`config.mk`:
```
export PLATFORM = sky130hd
export DESIGN_NAME = serv_state_w
export DESIGN_NICKNAME = d
export VERILOG_FILES = /design/src/rtl/serv_state_w.sv
export SDC_FILE = /design/constraint.sdc
export NUM_CORES = 1
export LEC_CHECK = 0
export ABC_CLOCK_PERIOD_IN_PS = 3640
export BUFFER_PORTS_ARGS = -buffer_cell sky130_fd_sc_hd__buf_4
export CAP_MARGIN = 30
export CORE_MARGIN = 4
export CORE_UTILIZATION = 43
export CTS_BUF_LIST = sky130_fd_sc_hd__clkbuf_2 sky130_fd_sc_hd__clkbuf_4 sky130_fd_sc_hd__clkbuf_8
export CTS_CLUSTER_DIAMETER = 40
export DETAILED_ROUTE_END_ITERATION = 7
export PLACE_DENSITY = 0.85
export RECOVER_POWER = 50
export SLEW_MARGIN = 25
export SYNTH_ARGS = -nofsm -noshare
export SYNTH_HDL_FRONTEND = slang
export SYNTH_SLANG_ARGS = --single-unit
```
`constraint.sdc`:
```
create_clock -name i_clk -period 3.64 [get_ports i_clk]
set_input_delay 0 -clock i_clk [delete_from_list [all_inputs] [get_ports i_clk]]
set_output_delay 0 -clock i_clk [all_outputs]
set_load 0.005 [all_outputs]
```
`src/rtl/serv_state_w.sv`:
```
// Phase sequencer for a W-bit-per-beat serial core: beat counter, two-stage
// INIT/RUN flow, and the ibus/dbus/RF/MDU handshakes.
module serv_state_w #(
    parameter int W              = 1,
    parameter     RESET_STRATEGY = "MINI",
    parameter bit WITH_CSR       = 1'b1,
    parameter bit MDU            = 1'b0,
    parameter bit STALL          = 1'b0
) (
    input  logic       i_clk,
    input  logic       i_rst,
    input  logic       i_new_irq,
    input  logic       i_alu_cmp,
    input  logic       i_stall,
    input  logic       i_two_stage_op,
    input  logic       i_branch_op,
    input  logic       i_cond_branch,
    input  logic       i_bne_or_bge,
    input  logic       i_dbus_en,
    input  logic       i_shift_op,
    input  logic       i_sh_right,
    input  logic       i_sh_done,
    input  logic       i_slt_or_branch,
    input  logic       i_e_op,
    input  logic       i_rd_op,
    input  logic       i_mdu_op,
    input  logic       i_ctrl_misalign,
    input  logic       i_mem_misalign,
    input  logic       i_mdu_ready,
    input  logic       i_dbus_ack,
    input  logic       i_ibus_ack,
    input  logic       i_rf_ready,
    output logic       o_init,
    output logic       o_cnt_en,
    output logic [4:0] o_cnt,
    output logic       o_cnt0,
    output logic       o_cnt0to3,
    output logic       o_cnt12to31,
    output logic       o_cnt_done,
    output logic       o_ctrl_pc_en,
    output logic       o_ctrl_jump,
    output logic       o_ctrl_trap,
    output logic       o_mdu_valid,
    output logic       o_dbus_cyc,
    output logic       o_ibus_cyc,
    output logic       o_rf_rreq,
    output logic       o_rf_wreq,
    output logic       o_rf_rd_en
);

    localparam int N  = 32 / W;
    localparam int IW = $clog2(N);
    localparam int SH = $clog2(W);
    localparam bit RST_ALL = (RESET_STRATEGY != "NONE");

    logic [IW-1:0] idx_q, idx_d;
    logic          cnt_en_q, cnt_en_d;
    logic          init_done_q, init_done_d;
    logic          jump_q, jump_d;
    logic          misalign_q, misalign_d;
    logic          stage_two_req_q, stage_two_req_d;
    logic          ibus_cyc_q, ibus_cyc_d;

    logic          stall_eff;
    logic          cnt_done;
    logic          take_branch;
    logic          trap_pending;
    logic [4:0]    cnt;

    assign stall_eff    = STALL & i_stall;
    // Gating with i_rst keeps a reset landing on the last beat from pulsing done.
    assign cnt_done     = cnt_en_q & (idx_q == IW'(N - 1)) & ~stall_eff & ~i_rst;
    assign cnt          = 5'(idx_q) << SH;
    assign take_branch  = i_branch_op & (~i_cond_branch | (i_alu_cmp ^ i_bne_or_bge));
    assign trap_pending = (take_branch & i_ctrl_misalign) | (i_dbus_en & i_mem_misalign);

    assign o_init       = i_two_stage_op & ~i_new_irq & ~init_done_q;
    assign o_cnt_en     = cnt_en_q;
    assign o_cnt        = cnt;
    assign o_cnt0       = cnt_en_q & (idx_q == '0);
    assign o_cnt0to3    = cnt_en_q & (cnt < 5'd4);
    assign o_cnt12to31  = cnt_en_q & (cnt >= 5'd12);
    assign o_cnt_done   = cnt_done;
    assign o_ctrl_pc_en = cnt_en_q & ~o_init;
    assign o_ctrl_jump  = jump_q;
    assign o_ctrl_trap  = WITH_CSR & (i_e_op | i_new_irq | misalign_q);
    assign o_rf_rreq    = i_ibus_ack | (stage_two_req_q & misalign_q);
    assign o_rf_wreq    = ~misalign_q & ~cnt_en_q & init_done_q &
                          ((i_shift_op & (i_sh_done | ~i_sh_right)) | i_dbus_ack |
                           (MDU & i_mdu_ready) | i_slt_or_branch);
    assign o_dbus_cyc   = ~cnt_en_q & init_done_q & i_dbus_en & ~i_mem_misalign;
    assign o_mdu_valid  = MDU & ~cnt_en_q & init_done_q & i_mdu_op;
    assign o_rf_rd_en   = i_rd_op & ~o_init;
    assign o_ibus_cyc   = ibus_cyc_q & ~i_rst;

    always_comb begin
        // NOTE: every next-state variable takes its held value first so no path leaves it unassigned (no latch).
        idx_d           = idx_q;
        cnt_en_d        = cnt_en_q;
        init_done_d     = init_done_q;
        jump_d          = jump_q;
        misalign_d      = misalign_q;
        ibus_cyc_d      = ibus_cyc_q;
        stage_two_req_d = cnt_done & o_init;

        if (!cnt_en_q) begin
            cnt_en_d = i_rf_ready;
            idx_d    = '0;
        end else if (cnt_done) begin
            cnt_en_d = 1'b0;
            idx_d    = '0;
        end else if (!stall_eff) begin
            idx_d = idx_q + 1'b1;
        end

        if (cnt_done) begin
            init_done_d = o_init & ~init_done_q;
            jump_d      = o_init & take_branch;
            misalign_d  = WITH_CSR & o_init & trap_pending;
        end

        // Ack and done together still produce one update from one expression.
        if (i_ibus_ack | cnt_done | i_rst)
            ibus_cyc_d = o_ctrl_pc_en | i_rst;
    end

    // NOTE: sequential state uses non-blocking assignments so every register samples pre-edge values.
    always_ff @(posedge i_clk) begin
        ibus_cyc_q <= ibus_cyc_d;
        cnt_en_q   <= i_rst ? 1'b0 : cnt_en_d;
        // NOTE: with RESET_STRATEGY "NONE" the remaining state is left unreset; idle forces idx to 0 anyway.
        if (i_rst && RST_ALL) begin
            idx_q           <= '0;
            init_done_q     <= 1'b0;
            jump_q          <= 1'b0;
            misalign_q      <= 1'b0;
            stage_two_req_q <= 1'b0;
        end else begin
            idx_q           <= idx_d;
            init_done_q     <= init_done_d;
            jump_q          <= jump_d;
            misalign_q      <= misalign_d;
            stage_two_req_q <= stage_two_req_d;
        end
    end

endmodule

```
Yosys cells after proc, flatten, opt, wreduce, memory -nomap -nowiden. Cells that the tools add are included.

Bits in registers: 11. Output and inout port bits: 20. Logic and storage cells: 61.

Add/subtract/negate cells: 1. Magnitude comparators: 2. Equality and inequality tests: 1. Muxes and demuxes: 2. Bitwise operators: 46. Reductions and logical operators: 2.

Operators by type and width (number): AND 1 bit (25); bitwise OR 1 bit (11); inverter 1 bit (9); adder 5 x 1 -> 5 bit, second input constant (1); equality test 5 bit, second input constant (1); greater-or-equal comparator 5 x 4 -> 1 bit, second input constant (1); logical NOT 5 bit (1); < comparator 5 x 3 -> 1 bit, second input constant (1); OR reduction 3 bit (1); 2-to-1 mux 1 bit (2); XOR 1 bit (1).

Longest topological paths before layout. Gate-level depths: netlist of the first run.

Depth in word-level cells: 6. Depth in mapped cells: 7.

Worst setup path after synthesis of the first run. No wires, ideal clock.

Kind: reg-to-reg. From: register idx_q[0] (netlist: o_cnt[0]). To: register jump_q (netlist: o_ctrl_jump). Library setup time: 0.117 ns. Data arrival time: 1.455 ns. Required time: 3.523 ns. Setup slack: 2.067 ns. Cell stages (with the launch flop): 7. Buffers on the path: 0. Clock period less this slack: 1.573 ns. Cells stage by stage: dfxtp_1 ha_1 and3_1 ha_1 and3b_1 and2_4 a32o_1.

Word-level cells in the longest chain between the ends: 3.

Ends and longest elaborated chain: start: declaration (line 56) `logic [IW-1:0] idx_q, idx_d;`; start signal: assignment (line 139) `idx_q <= idx_d;`; equality test 5 bit (line 72) `assign cnt_done = cnt_en_q & (idx_q == IW'(N - 1)) & ~stall_eff & ~i_rst;`; AND 1 bit (2 in series) (line 72); net o_cnt_done (line 39) `output logic o_cnt_done,`; end signal: assignment (line 141) `jump_q <= jump_d;`; end: declaration (line 59) `logic jump_q, jump_d;`.

The timed path passes the listed nets, and every way through them passes these cells. A chain may end at the register's enable or synchronous reset.

Worst setup path after layout of the first run.
From: register idx_q[0] (netlist: o_cnt[0]). To: register ibus_cyc_q (enable).

Word-level cells in the longest chain between the ends: 5.

Ends and longest elaborated chain: equality test 5 bit (line 72); AND 1 bit (2 in series) (line 72); bitwise OR 1 bit (2 in series) (line 123) `if (i_ibus_ack | cnt_done | i_rst)`; end signal: assignment (line 129) `ibus_cyc_q <= ibus_cyc_d;`; end: declaration (line 62) `logic ibus_cyc_q, ibus_cyc_d;`.

No other way between the ends.

==> parameters.txt, run 1 <==
Parameter                              Value

Clock network
  CTS buffer count    3
  Maximum level of the CTS H-tree    1
  Maximum buffer depth of the clock tree    2
  Clock tree from TritonCTS    done
  Clock input transition at the sequential cells of the worst setup and hold paths    ~0.070 ns
  Resize count post-CTS    0
  Skew-Pair Late Insertion Delay    0.27 ns
  Clk sinks    11
  Count of hold-fix buffers inserted at cts    2
  Number of setup buffers added after CTS    0
  Root buffer cell    clkbuf_4

GRT
  Overall overflow remaining after global route    0
  Combined global-route utilization of all metal layers    0.187
  Global-route wire length before repair    around 2600 µm
  Pin count of the biggest net entering global routing    11
  Number of antenna violations at the first check in global routing    0
  Number of global-route vias before repair    between 500 and 600

Synthesis
  Count of cell types in the netlist    33
  Ranking of synthesized cells by area    dfxtp_1, ha_1, edfxtp_1
  Most frequently used flop master after synthesis    dfxtp_1
  Synthesized net count    between 80 and 90
  Post-Syn Area per Cell    9.39 µm²
  Count leader, synth    dfxtp_1
  Sequential fraction of the synthesis area    0.402
  Synth top cells by count    dfxtp_1, nand2_1, nor2_1
  Proportion of register bits with asynchronous set or reset after synthesis    0
  Number of cells produced by synthesis    61
  Cell Area, Synth    573 µm²
  Number of register bits inferred by synthesis    11
  EDFF count, synth    1
  YS warnings    0
  Cell accounting for the most synthesized area    dfxtp_1
  Portion of synthesized cell area occupied by the leading cell type    0.349

Detailed routing
  Highest Signal Layer    met4
  DRC violation count after routing    0
  Violation count after the first detailed-route iteration    15
  Number of routed nets with antenna violations    0
  Sum of met3 wire segment lengths after detailed routing    roughly 99 µm
  Total wirelength of the detailed-routed design    between 1500 and 2000 µm
  Routed length per placed instance    ~14 µm
  Post-Route M1 WL    650 µm
  DRT Pass-1 Iters    4
  Wire length on met2    roughly 860 µm
  Detail-routed via count per cell    a little over 5
  Total number of vias    600

Finish
  Fill cell total of the finished layout    92
  Multi-input logic area    about 310 µm²
  Footprint of the flip-flops and latches    230 µm²
  Fraction of final layout cells sized beyond drive strength 1    0.442
  Final net count    131
  Number of antenna cells inserted    0
  Area added between synthesis and finish    57.9%

Critical path
  Number of cells on the worst reg-to-reg path    5
  Worst reg2reg path endpoint    ibus_cyc_q
  Startpoint type of the worst setup path    flop
  Setup crit start    o_cnt[0]
  Reg2reg setup slack    ~1.9 ns
  Worst reg2reg path startpoint    o_cnt[0]
  Arrival time at the worst endpoint    about 1.7 ns
  Worst Setup Path Type    reg -> reg
  Critical path data required time    between 3 and 4 ns
  CP Capture Type    flop
  Worst Path Max Fanout    5

Placement
  Weighted congestion reported at the end of routability-driven placement    between 0.7 and 0.8
  Half-perimeter wire length after detailed placement    roughly 1400 µm
  Worst setup slack after placement    ~1.9 ns
  Port Buffers    38

Pwr
  Power density over the cells    between 200 and 300 nW/µm²
  Maximum VDD drop    roughly 0.00033 V
  PnR Total Power    around 0.26 mW
  Cell leakage power    0.445 nW

Floorplan
  Starting density of the core    0.483
  Cell row count    12
  I/O pin total    43
  Die H    44.5 µm
  Area of the core    approximately 1200 µm²
  Die W    ~45 µm
  Die footprint    approximately 2000 µm²

STA
  PnR worst setup slack    about 1.9 ns
  Number of hold violations in the final report    0
  Total Negative Setup Slacks    0 ns
  Max Freq    slightly below 600 MHz
  Minimum period implied by the final worst setup slack    between 1.5 and 2 ns
  Post-route clock skew    approximately 0.0022 ns
  Hold WS    ~0.006 ns
  Final period utilization    0.473
  Unrepaired setup endpoints after global routing    no
  Number of pins exceeding their max-slew limit in the final report    0
  Final setup vio count    0

Min path
  HP Start    i_ctrl_misalign
  Cell depth of the worst min-delay path    3
  Worst Hold Endpoint    misalign_q
  Worst min-delay path class    in -> reg

Status
  Status    completed

Flow run
  Number of max-cap violations    0
## power breakdown
group / switching (mW) / total, mW / internal, mW
combinational: 0.0173 / 0.0502 / 0.0329
clock: 0.0444 / 0.0852 / 0.0408
sequential: 0.00410 / 0.129 / 0.125
total: 0.0658 / 0.265 / 0.199
## sequential cells by signal, indices dropped and copies added (netlist names)
| register | count |
|---|---|
| o_cnt_en | 1 |
| ibus_cyc_q | 1 |
| misalign_q | 1 |
| o_cnt | 5 |
| init_done_q | 1 |
| stage_two_req_q | 1 |
| o_ctrl_jump | 1 |
## cell type report
class                   instances  share of cell area
multi-input cells              46               0.346
repair buffers                 40               0.337
flip-flops and latches         11               0.254
clock buffers                   3              0.0249
well taps                      14              0.0194
inverters                       3              0.0124
clock inverters                 1             0.00553
## per-layer routing
layer,vias up,GRT usage
met4,0,0.120
li1,293,-
met5,-,0
met2,26,0.307
met3,9,0.0610
met1,272,0.204
## layout by cell type (no fill, tap or decap), drive strengths merged
cell type and count:
o21ai 1, nor4b 2, a31oi 1, edfxtp 1, and3b 1, inv 3, or2 1, xor2 1
a211oi 1, a21oi 2, nor2b 3, a21o 1, conb 1, dfxtp 10, nand2b 2, buf 26
and2b 1, or3b 1, xnor2 2, nor4bb 1, nor3b 2, ha 3, and3 1, dlygate4sd3 2
clkbuf 15, nand2 7, and2 4, clkinv 1, nor2 4, nand3 1, a32o 1, or3 1
## kinds of logic after synthesis
family,after synthesis,synth area share
adders and majority gates,3,0.0655
DFF,11,0.402
and+or+nand+nor,32,0.367
other,1,0.00654
buffers and inverters,4,0.0328
xor gates and xnor gates,3,0.0459
AOI/OAI and AO/OA,7,0.0808
## how the worst max path moves through the flow
stage | end | slack [ns] | depth (start not counted)
6_report | ibus_cyc_q | 1.92 | 5
4_1_cts | ibus_cyc_q | 1.93 | 5
3_5_place_dp | ibus_cyc_q | 1.95 | 5
2_1_floorplan | o_ctrl_jump | 2.07 | 6
5_1_grt | ibus_cyc_q | 1.83 | 5
3_3_place_gp | ibus_cyc_q | 2.02 | 5
## critical path: stages (launching register included)
cell and delay (ns):
dfxtp_1 0.36, ha_1 0.25, and3_1 0.15, ha_1 0.21
a21oi_1 0.37, nand2b_1 0.13
## stage by stage
step           std cells   util  cell area (µm²)
2_1_floorplan         61      -              573
3_3_place_gp         112  0.732              868
3_5_place_dp         112  0.732              868
4_1_cts              118  0.772              916
5_1_grt              118  0.763              905
6_report             118  0.763              905
(Power assumes the default switching activity.)
==> run 2, diff against run 1 <==
--- a/config.mk
+++ b/config.mk
@@ -5,15 +5,15 @@
 export SDC_FILE = /design/constraint.sdc
 export NUM_CORES = 1
 export LEC_CHECK = 0
-export ABC_CLOCK_PERIOD_IN_PS = 3640
+export ABC_CLOCK_PERIOD_IN_PS = 1430
 export BUFFER_PORTS_ARGS = -buffer_cell sky130_fd_sc_hd__buf_4
 export CAP_MARGIN = 30
 export CORE_MARGIN = 4
-export CORE_UTILIZATION = 43
+export CORE_UTILIZATION = 36
 export CTS_BUF_LIST = sky130_fd_sc_hd__clkbuf_2 sky130_fd_sc_hd__clkbuf_4 sky130_fd_sc_hd__clkbuf_8
 export CTS_CLUSTER_DIAMETER = 40
 export DETAILED_ROUTE_END_ITERATION = 7
-export PLACE_DENSITY = 0.85
+export PLACE_DENSITY = 0.76
 export RECOVER_POWER = 50
 export SLEW_MARGIN = 25
 export SYNTH_ARGS = -nofsm -noshare
==> constraint.sdc (replaced) <==
create_clock -name i_clk -period 1.43 [get_ports i_clk]
set_input_delay 0 -clock i_clk [delete_from_list [all_inputs] [get_ports i_clk]]
set_output_delay 0 -clock i_clk [all_outputs]
set_load 0.005 [all_outputs]
==> run 2 against run 1 <==
Compared with the run above: the run now ends with setup timing left; core utilization is 8.2 points lower; clock skew shrank 0.0016 ns; sequential cell count stayed put; non-clock buffer count up 8; setup slack worse by 2.0 ns; die area grew 16%; sequential power rose to 2.6 times the previous value; design area increased by 13%; wire length grew 0.42%; power rose to 2.6 times the previous value; combinational power rose to 2.8 times the previous value; register-to-register slack lost 2.0 ns; critical endpoint is now o_cnt_done; highest routed layer unchanged.
==> parameters.txt, run 2 (same netlist as run 1, synthesis figures left out) <==
Parameter                              Value

Floorplan
  Starting density of the core    0.380
  Area of the core    approximately 1500 µm²
  I/O pin total    43
  Cell row count    14
  Die footprint    2290 µm²
  Die H    47.9 µm
  Die W    47.9 µm

Pwr
  Cell leakage power    between 0.4 and 0.5 nW
  Maximum VDD drop    roughly 0.00067 V
  Power density over the cells    about 680 nW/µm²

Flow run
  Number of max-cap violations    0

STA
  Final period utilization    1.06
  PnR worst setup slack    -0.0911 ns
  Max Freq    roughly 660 MHz
  Unrepaired setup endpoints after global routing    yes
  Post-route clock skew    ~0.00063 ns
  Number of hold violations in the final report    0
  Minimum period implied by the final worst setup slack    between 1.5 and 2 ns
  Hold WS    approximately 0.047 ns
  Final setup vio count    3
  Number of pins exceeding their max-slew limit in the final report    0

Finish
  Fraction of final layout cells sized beyond drive strength 1    0.554
  Largest register FFs    5
  Number of antenna cells inserted    0
  Most common library cell in the layout ignoring fill and taps    buf_4
  Commonest non-fill, non-tap cells in the layout    buf_4, dfxtp_1, nand2_1
  Filler-free cell count of the finished design    128
  Final net count    139
  Area added between synthesis and finish    79.0%

Min path
  Cell depth of the worst min-delay path    3
  Worst min-delay path class    in -> reg
  Worst Hold Endpoint    misalign_q
  HP Start    i_ctrl_misalign

Critical path
  Arrival time at the worst endpoint    1.52 ns
  Critical path data required time    1.43 ns
  Reg2reg setup slack    -0.07 ns
  Worst Setup Path Type    reg -> out
  Worst Path Max Fanout    4
  Number of cells on the worst reg-to-reg path    6
  CP Capture Type    output pin
  Startpoint type of the worst setup path    flop
  Worst reg2reg path startpoint    o_cnt[0]
  Worst reg2reg path endpoint    o_ctrl_jump

GRT
  Global-route wire length before repair    roughly 2400 µm
  Number of antenna violations at the first check in global routing    0
  Pin count of the biggest net entering global routing    11
  Overall overflow remaining after global route    0
  Number of global-route vias before repair    524
  Combined global-route utilization of all metal layers    0.152

Detailed routing
  DRC violation count after routing    0
  Detail-routed via count per cell    between 4 and 5
  DRT Pass-1 Iters    4
  Total number of vias    601
  Number of routed nets with antenna violations    0
  Violation count after the first detailed-route iteration    3
  Total wirelength of the detailed-routed design    1680 µm
  Routed length per placed instance    13.1 µm

Placement
  Port Buffers    38
  Placed cell count    121
  Half-perimeter wire length after detailed placement    approximately 1300 µm
  Weighted congestion reported at the end of routability-driven placement    about 0.76

Clock network
  Clock tree from TritonCTS    done
  Root buffer cell    clkbuf_4
  Maximum buffer depth of the clock tree    2
  CTS buffer count    3
  Skew-Pair Late Insertion Delay    around 0.25 ns
  Maximum level of the CTS H-tree    1
  Clk sinks    11
  Clock input transition at the sequential cells of the worst setup and hold paths    about 0.070 ns

Status
  Violated checks    setup timing
  Status    complete, but fails checks
run 2: cell count changes in the layout (fill, tap and decap cells not counted), moves of 2 or more:
cell / previous run / this run
buf_4: 26 / 43
clkbuf_4: 15 / 5
buf_6: 0 / 2
dfxtp_1: 10 / 8
dfxtp_2: 0 / 2
ha_1: 3 / 1
ha_4: 0 / 2
run 2: area by class of cell:
class,count,area (µm²)
Sequential cell,11,233
Tap cell,16,20.0
Clock buffer,4,30.0
Timing Repair Buffer,48,373
Multi-Input combinational cell,46,359
Fill cell,119,480
Inverter,3,11.3
run 2: timing repair:
| item | in CTS | in global routing |
|---|---|---|
| resized for setup | 5 | 3 |
| endpoints found under the setup margin | 6 | 7 |
| hold buffers | 1 | 1 |
| pin swaps | 1 | 2 |
| buffers inserted | 1 | 0 |
| hold endpoints to repair | 1 | 1 |
run 2: worst max-delay path by stage:
stage	startpoint	to	slack, ns
3_3_place_gp	o_cnt[0]	o_ctrl_jump	0.0002
2_1_floorplan	o_cnt[0]	o_ctrl_jump	-0.04
5_1_grt	o_cnt[1]	o_cnt_done	-0.14
4_1_cts	o_cnt[1]	o_cnt_done	-0.07
3_5_place_dp	o_cnt[0]	o_ctrl_jump	-0.06
6_report	o_cnt[0]	o_cnt_done	-0.09
run 2: worst max-delay path: stages (launching register included):
cell     delay (ns)
dfxtp_2        0.34
ha_4           0.15
and3_4         0.15
ha_4           0.17
and3b_2        0.24
buf_6          0.12
buf_6          0.10
run 2: through the flow:
step                      setup slack, ns  power (mW)  area, µm²  setup TNS, ns   util
final                             -0.0911       0.695       1030         -0.172  0.681
after global routing               -0.139       0.737       1030         -0.405  0.681
after CTS                         -0.0719       0.694       1010         -0.102  0.669
after detailed placement          -0.0593       0.472        930        -0.0892  0.617
after global placement           0.000172       0.468        930              0  0.617
after floorplan                   -0.0433       0.380        579        -0.0478      -
run 2: power by group:
part | leakage, nW | internal (mW) | switching (mW) | total, mW
clock network | 0.0184 | 0.126 | 0.0978 | 0.224
registers | 0.0916 | 0.320 | 0.00998 | 0.330
logic | 0.382 | 0.0926 | 0.0484 | 0.141
total | 0.492 | 0.539 | 0.156 | 0.695
run 2: layer usage:
metal	track usage	part of all wire	vias to the layer above
li1	-	-	306
met1	0.212	0.43	276
met2	0.230	0.50	17
met3	0.0263	0.052	2
met4	0.0645	0.014	0
met5	0	0	-
==> run 3, diff against run 2 <==
==> constraint.sdc (replaced) <==
create_clock -name i_clk -period 1.43 [get_ports i_clk]
set_input_delay 0 -clock i_clk [delete_from_list [all_inputs] [get_ports i_clk]]
set_output_delay 0 -clock i_clk [all_outputs]
set_load 0.02 [all_outputs]
==> run 3 against run 2 <==
Compared with the run above: via count is 3.5% higher; critical path depth unchanged; count of clock-buffer cells in the layout is the same; die area is the same; design area decreased by 1.7%; register-to-register slack hardly changed; the flow still finishes with violations (setup timing); critical endpoint unchanged; sequential share of layout area is 1.0 points higher.
==> parameters.txt, run 3 (same netlist as run 1, synthesis figures left out) <==
Parameter                              Value

Detailed routing
  Total wirelength of the detailed-routed design    between 1500 and 2000 µm
  DRC violation count after routing    0
  Total number of vias    between 600 and 700
  Routed length per placed instance    13.0 µm
  Detail-routed via count per cell    4.82
  Number of routed nets with antenna violations    0
  Violation count after the first detailed-route iteration    10
  DRT Pass-1 Iters    4

Finish
  Number of antenna cells inserted    0
  Fraction of final layout cells sized beyond drive strength 1    0.522
  Footprint of the flip-flops and latches    around 240 µm²
  Most common library cell in the layout ignoring fill and taps    buf_4
  Final net count    140
  Area added between synthesis and finish    76.0%
  Fill cell total of the finished layout    133
  Largest register FFs    5
  Commonest non-fill, non-tap cells in the layout    buf_4, nand2_1, dfxtp_1
  Multi-input logic area    ~350 µm²

STA
  Final period utilization    1.07
  Hold WS    ~0.013 ns
  PnR worst setup slack    -0.102 ns
  Unrepaired setup endpoints after global routing    yes
  Final setup vio count    3
  Max Freq    approximately 650 MHz
  Post-route clock skew    0.00277 ns
  Number of pins exceeding their max-slew limit in the final report    0
  Number of hold violations in the final report    0
  Minimum period implied by the final worst setup slack    about 1.5 ns
  Total Negative Setup Slacks    -0.186 ns

Clock network
  Clock input transition at the sequential cells of the worst setup and hold paths    around 0.07 ns
  Clock tree from TritonCTS    done
  Maximum level of the CTS H-tree    1
  Maximum buffer depth of the clock tree    2
  Clk sinks    11
  CTS buffer count    3
  Skew-Pair Late Insertion Delay    ~0.27 ns
  Root buffer cell    clkbuf_4

Critical path
  Ordered list of cells on the worst path    ha_4 > and3_4 > ha_4 > and3b_2 > buf_6 > buf_6
  CP Capture Type    output pin
  Worst Path Max Fanout    4
  Worst reg2reg path endpoint    o_ctrl_jump
  Slowest-stage cell, CP    dfxtp_4
  Worst reg2reg path startpoint    o_cnt[1]
  Arrival time at the worst endpoint    between 1.5 and 2 ns
  Setup crit start    o_cnt[1]
  Crit-path max cell delay    about 0.35 ns
  Number of cells on the worst reg-to-reg path    6
  Capture point of the critical path    o_cnt_done
  Worst Setup Path Type    reg -> out
  Critical path data required time    roughly 1.4 ns
  Startpoint type of the worst setup path    flop
  Reg2reg setup slack    -0.08 ns

Floorplan
  I/O pin total    43
  Die H    47.9 µm
  Starting density of the core    0.380
  Die W    approximately 48 µm
  Area of the core    ~1500 µm²
  Die footprint    ~2300 µm²
  Cell row count    14

GRT
  Global-route wire length before repair    ~2300 µm
  Overall overflow remaining after global route    0
  Number of antenna violations at the first check in global routing    0
  Combined global-route utilization of all metal layers    0.143
  Number of global-route vias before repair    approximately 550
  Pin count of the biggest net entering global routing    11

Status
  Violated checks    setup timing
  Status    complete, but fails checks

Pwr
  PnR Total Power    0.724 mW
  Maximum VDD drop    ~0.00055 V
  Power density over the cells    roughly 720 nW/µm²
  Cell leakage power    approximately 0.48 nW

Placement
  Half-perimeter wire length after detailed placement    1320 µm
  Port Buffers    38
  Weighted congestion reported at the end of routability-driven placement    0.684

Flow run
  Number of max-cap violations    0

Min path
  Worst min-delay path class    in -> reg
[run 3: final cells by class]
| class | count | share of cell area |
|---|---|---|
| tap | 16 | 0.0199 |
| multi-input combinational | 46 | 0.346 |
| inverter | 3 | 0.0112 |
| timing repair buffer | 49 | 0.356 |
| clock buffer | 4 | 0.0298 |
| sequential | 11 | 0.237 |
[run 3: where the power goes]
part           internal, mW  switching, mW  total, mW
combinational        0.0884         0.0732      0.162
clock                 0.127          0.108      0.235
sequential            0.317        0.00997      0.327
[run 3: how the worst min path moves through the flow]
stage	from	endpoint	slack, ns	cells after the start
2_1_floorplan	i_new_irq	o_init	0.04	1
3_3_place_gp	i_rf_ready	o_cnt_en	0.20	3
3_5_place_dp	i_rf_ready	o_cnt_en	0.19	3
4_1_cts	i_ctrl_misalign	misalign_q	0.02	3
5_1_grt	i_ctrl_misalign	misalign_q	0.02	3
6_report	i_branch_op	o_ctrl_jump	0.01	2
[run 3: timing repair]
item / 4_1_cts / 5_1_grt
endpoints found under the setup margin: 3 / 11
setup buffers: 2 / 1
resized for setup: 2 / 2
pin swaps: 1 / 1
hold endpoints to repair: 1 / 0
hold buffers: 1 / 0
[run 3: stage by stage]
stage          utilization  instance area (µm²)  std cells  setup WS (ns)
3_3_place_gp         0.640                  965        121        -0.0118
3_5_place_dp         0.640                  965        121        -0.0683
6_report             0.669                 1010        129         -0.102
2_1_floorplan            -                  614         61         -0.114
4_1_cts              0.682                 1030        128         -0.103
5_1_grt              0.669                 1010        129         -0.136
[run 3: worst max-delay path, delay by kind of cell (launching register included)]
family        cells  cell delay [ns]
fa+ha+maj         2             0.31
flops             1             0.35
simple gates      2             0.37
buf+inv           2             0.23
[run 3: layer usage]
layer	vias up	track usage	routed length, µm
li1	309	-	-
met1	290	0.177	707
met2	23	0.232	875
met3	0	0.0301	95
met4	0	0.0699	0
met5	-	0	0
